$ cat config.mk
export PLATFORM = sky130hd
export DESIGN_NAME = regfile_param
export DESIGN_NICKNAME = d
export VERILOG_FILES = /design/src/rtl/regfile_param.sv
export SDC_FILE = /design/constraint.sdc
export NUM_CORES = 1
export LEC_CHECK = 0
export ABC_CLOCK_PERIOD_IN_PS = 1800
export CAP_MARGIN = 20
export CORE_AREA = 2 2 100 102
export CTS_CLUSTER_SIZE = 16
export DETAILED_ROUTE_END_ITERATION = 8
export DIE_AREA = 0 0 102 104
export GPL_TIMING_DRIVEN = 1
export PLACE_DENSITY = 0.72
export SYNTH_ARGS = -nofsm -noshare
export SYNTH_HDL_FRONTEND = slang
export SYNTH_SLANG_ARGS = --single-unit
$ cat constraint.sdc
create_clock -name clk -period 1.8 [get_ports clk]
set_input_delay 0.27 -clock clk [delete_from_list [all_inputs] [get_ports clk]]
set_output_delay 0.27 -clock clk [all_outputs]
set_load 0.02 [all_outputs]
$ cat src/rtl/regfile_param.sv
// regfile_param: parameterised register file, one write port and two independent
// combinational read ports; register 0 is hardwired to zero and always valid.
// Ports: clk/rst (async active-high), we/waddr/wdata write, ra/rb -> qa/qb + va/vb read,
// wcount = number of distinct registers written since reset.
// Latency: reads are zero-cycle; writes land on the rising clk edge. No backpressure.
// Option: define REGFILE_BYPASS_EN to forward wdata to a read port addressing the
// register being written in the same cycle (default build: no forwarding).
module regfile_param #(
  parameter  int size  = 8,
  parameter  int depth = 8,
  localparam int aw    = $clog2(depth)
) (
  input  logic            clk,
  input  logic            rst,
  input  logic            we,
  input  logic [aw-1:0]   waddr,
  input  logic [size-1:0] wdata,
  input  logic [aw-1:0]   ra,
  input  logic [aw-1:0]   rb,
  output logic [size-1:0] qa,
  output logic [size-1:0] qb,
  output logic            va,
  output logic            vb,
  output logic [aw:0]     wcount
);

  localparam logic [aw:0] WC_MAX = (aw+1)'(depth - 1);
  localparam logic [aw:0] WC_ONE = (aw+1)'(1);

  logic [size-1:0] r_mem [depth];
  logic [depth-1:0] r_valid;
  logic [aw:0]      r_wcount;

  // Writes to address 0 are dropped entirely: no data, valid or count update.
  logic w_wr;
  assign w_wr = we && (waddr != '0);

  always_ff @(posedge clk or posedge rst) begin
    if (rst) begin
      for (int i = 0; i < depth; i++) begin
        r_mem[i] <= '0;
      end
      r_valid  <= '0;
      r_wcount <= '0;
    end else if (w_wr) begin
      r_mem[waddr]   <= wdata;
      r_valid[waddr] <= 1'b1;
      // Count only first writes; the ceiling equals the number of writable
      // registers, so the guard only matters as a hard stop against wrap.
      if (!r_valid[waddr] && (r_wcount != WC_MAX)) begin
        r_wcount <= r_wcount + WC_ONE;
      end
    end
  end

  logic [size-1:0] w_qa, w_qb;
  logic            w_va, w_vb;

  always_comb begin
    w_qa = (ra == '0) ? '0   : r_mem[ra];
    w_va = (ra == '0) ? 1'b1 : r_valid[ra];
    w_qb = (rb == '0) ? '0   : r_mem[rb];
    w_vb = (rb == '0) ? 1'b1 : r_valid[rb];
`ifdef REGFILE_BYPASS_EN
    // w_wr already excludes address 0; rst blocks forwarding so reads show the
    // cleared state for the whole reset window.
    if (w_wr && !rst && (ra == waddr)) begin
      w_qa = wdata;
      w_va = 1'b1;
    end
    if (w_wr && !rst && (rb == waddr)) begin
      w_qb = wdata;
      w_vb = 1'b1;
    end
`endif
  end

  assign qa     = w_qa;
  assign qb     = w_qb;
  assign va     = w_va;
  assign vb     = w_vb;
  assign wcount = r_wcount;

endmodule

==> summary.md <==
The portion of the post-synthesis area used by sequential elements was 46.8%. The worst-case IR drop observed on VDD is 0.000481 V. Between clock sinks in the finished design, the worst skew comes to 0.00311 ns.

The number of max-cap violations is 0. Summing internal, switching and leakage power gives 5.23 mW. For the cell area after synthesis, the log shows 3630 um2. After detailed routing, the number of vias per cell comes to 5.39.

The post-synthesis average cell area works out to 13.5 um2. Fraction of layout cells with a size suffix above 1: 61.8%. In the final layout, the multi-input gates occupy 1970 um2. The critical path starts at r_valid[7]. The final worst-path cycle share works out to 102%. The cell depth of the worst flop-to-flop path is 4, and the horizontal extent of the die is 102 um. After floorplanning, the core was sized to cover 9550 um2. The leakage power summed over all cells is 2.14 nW. The worst setup path is captured at a flop.

The initial utilization of the core area, before any placement, comes to 38.1%. Detailed placement ended at an HPWL of 6150 um. The fill cell total of the finished layout is 797, and the share of Yosys cell area claimed by the top area cell type is 46.8%.

After global routing the overflow that remains totals 0. TritonCTS built the clock tree. The worst pin sits at a relative slew slack of 75.1%. The logs give 0 for the total DRC errors in the routed layout and 3 for the number of H-tree levels.

Setup violations remaining at the end of the flow were counted as 3. For the worst setup path, the data required time is 2.03 ns. Top cell type by total area after synthesis: dfrtp_1.

On the critical path, the stage with the largest delay is an instance of mux4_2. Global routing consumed, over all layers together, 18.5% of the routing resources. Of all nets on the critical path, the largest fanout is 4.

The per-cell routed wire length was 19.3 um. The number of search-and-repair iterations in the first detailed-routing pass was 7; the wire length after detailed routing was 9520 um. In the layout the commonest cells are mux2_2 (69), dfrtp_1 (68), buf_4 (49).

The net count of the finished layout is 377. The tools report the clock network latency to the later pin of the worst-skew pair as 0.35 ns. After the first detailed-routing iteration, the DRC count stood at 161. The first global-routing pass estimated 14900 um of wire.

The final hold violation count came out at 0. For the sequential cell area, the log shows 1700 um2. Across all hold checks on the routed design, the worst slack comes to 0.362 ns. In this run the tool buffered the top-level ports with 41 buffer cells. For the number of diodes, the log shows 0. Grouping stages by cell kind, the critical path spends the most delay in multiplexers. Counting both buffers and inverters, the worst setup path holds a total of 0. From synthesis to final layout, the design area changed by 39.2%.

The run finished, with violations left. For the die outline area, the log shows 10600 um2. The most numerous cell type found on the critical path is mux2_4. The final reports fail on negative setup slack. During synthesis, Yosys emitted a total of 0 warnings. Power spread over the standard cell area amounts to 1030 nW/um2. The row count is 36. The logs give 0 for the initial antenna violation count and 0 for the number of nets with antenna violations after detailed routing. STA classifies the critical path startpoint as a flop. In this design, the stage delay of the slowest critical-path cell is 0.49 ns.

The tools report the number of global-route vias before repair as 2805. Synthesis inferred 68 register bits. Routability-driven placement finished with a final weighted congestion of 0.812.

Reg-to-reg critical path startpoint: r_valid[7]. The synthesized netlist net count was 290; the largest net degree at the start of global routing was 69. The die boundary height works out to 104 um. Pin placement for this block handled 42 I/O pins. No sink is reached through more buffers than the 2 on the longest clock path. Counting buffers and inverters, the worst setup path is 4 cells deep.

Post-synthesis instance total: 269. After synthesis, the cell types taking the most area are dfrtp_1 (47%), mux2_2 (23%), mux4_2 (12%). By startpoint and endpoint, the worst setup path is classified as flop to flop. The distinct cell type count after synthesis was 32. For this design, the CTS-stage hold fixing added 0 buffers.

In this run the worst hold path is classified as input pin to async pin. For the number of pins with negative max-slew slack in the final report, the log shows 0. Clock-pin slew was measured on the worst setup and hold paths at 0.07 ns. STA puts the critical path data arrival time at 2.07 ns. Buffers inserted during clock tree synthesis total 9. The fmax is 543 MHz. The tools report the smallest setup slack after layout as -0.0415 ns. The routed design could run at a clock period as short as 1.84 ns. Walking the worst path, the cells encountered are mux2_4 > mux4_2 > or2_4 > mux2_4.

The cell sitting at the root of the clock tree is a clkbuf_8. Setup repair after global routing could not meet its margin everywhere. Counting every sink on the clock net gives 68. At the pin with the least slew margin, the transition time is 0.373 ns. Leaving out fill and tap cells, the most frequent cell in the layout is mux2_2. The via count of the routed design is 2661.
## timing repair
action	CTS	global route
pin swaps	6	12
buffers inserted	6	7
gates resized for setup	121	32
cloned	1	0
endpoints found under the setup margin	22	21
endpoints found under the hold margin	0	0
## worst register-to-register path, stage by stage (launching register included)
cell	delay, ns
dfrtp_1	0.41
mux2_4	0.26
mux4_2	0.49
or2_4	0.26
mux2_4	0.30
## flip-flops by register name (all words and copies together) (netlist names)
name,flops
r_valid,8
r_mem,56
wcount,4
## layout make-up
class / instances / share of cell area, %
Multi-Input combinational cell: 168 / 39.0
Timing Repair Buffer: 97 / 18.4
Inverter: 12 / 0.965
Sequential cell: 68 / 33.6
Tap cell: 133 / 3.29
Clock inverter: 5 / 1.66
Clock buffer: 11 / 2.99
## report_power, final
part	leakage (nW)	internal, mW	switching (mW)
combinational	1.23	0.952	0.687
clock	0.112	0.857	0.595
sequential	0.797	1.86	0.282
## per-stage QoR
step / instances / setup WS [ns] / instance area (um2) / utilization, % / setup TNS [ns]
final: 494 / -0.0415 / 5060 / 53.0 / -0.0810
after global routing: 494 / -0.0716 / 5060 / 53.0 / -0.721
after CTS: 487 / -0.0556 / 4890 / 51.2 / -0.112
after detailed placement: 464 / -0.795 / 4540 / 47.6 / -19.12
after global placement: 464 / -0.763 / 4540 / 47.6 / -18.33
after floorplan: 269 / -0.0129 / 3640 / - / -0.0129
## synthesized netlist by cell type, drive strengths merged
master,n
mux2,76
dfrtp,68
mux4,19
clkbuf,14
inv,12
a221oi,11
a21oi,10
buf,7
nand2,7
a22oi,6
o21ai,6
nand2b,4
or2,4
a21o,3
mux2i,3
nand4b,3
nor3,3
nor2b,2
nor4bb,2
xor2,2
a211oi,1
ha,1
nand3,1
nand3b,1
nand4,1
o311ai,1
xnor2,1
## worst paths after layout
kind | end | slack [ns]
setup / recovery | wcount[1] | -0.04
hold reg to reg | r_valid[0] | 0.40
hold / removal | r_mem[28] | 0.36
setup reg to reg | wcount[1] | -0.04
max in group asynchronous | r_mem[24] | 1.14
min in group clk | r_valid[0] | 0.40
## logic make-up after synthesis
kind of cell             after synthesis  share of synthesized area, %
multiplexers                          98                          36.5
flip-flops                            68                          46.8
AO/OA/AOI/OAI                         38                          7.16
buffers and inverters                 33                          3.65
AND/OR/NAND/NOR                       28                          4.85
XOR/XNOR                               3                         0.723
adder cells (fa/ha/maj)                1                         0.344
## metal layers
layer	wire [um]	track usage [%]
met1	3970	24.2
met2	4880	29.3
met3	449	4.10
met4	220	8.00
met5	0	0
Note: power is estimated with default switching activity, not from simulation.
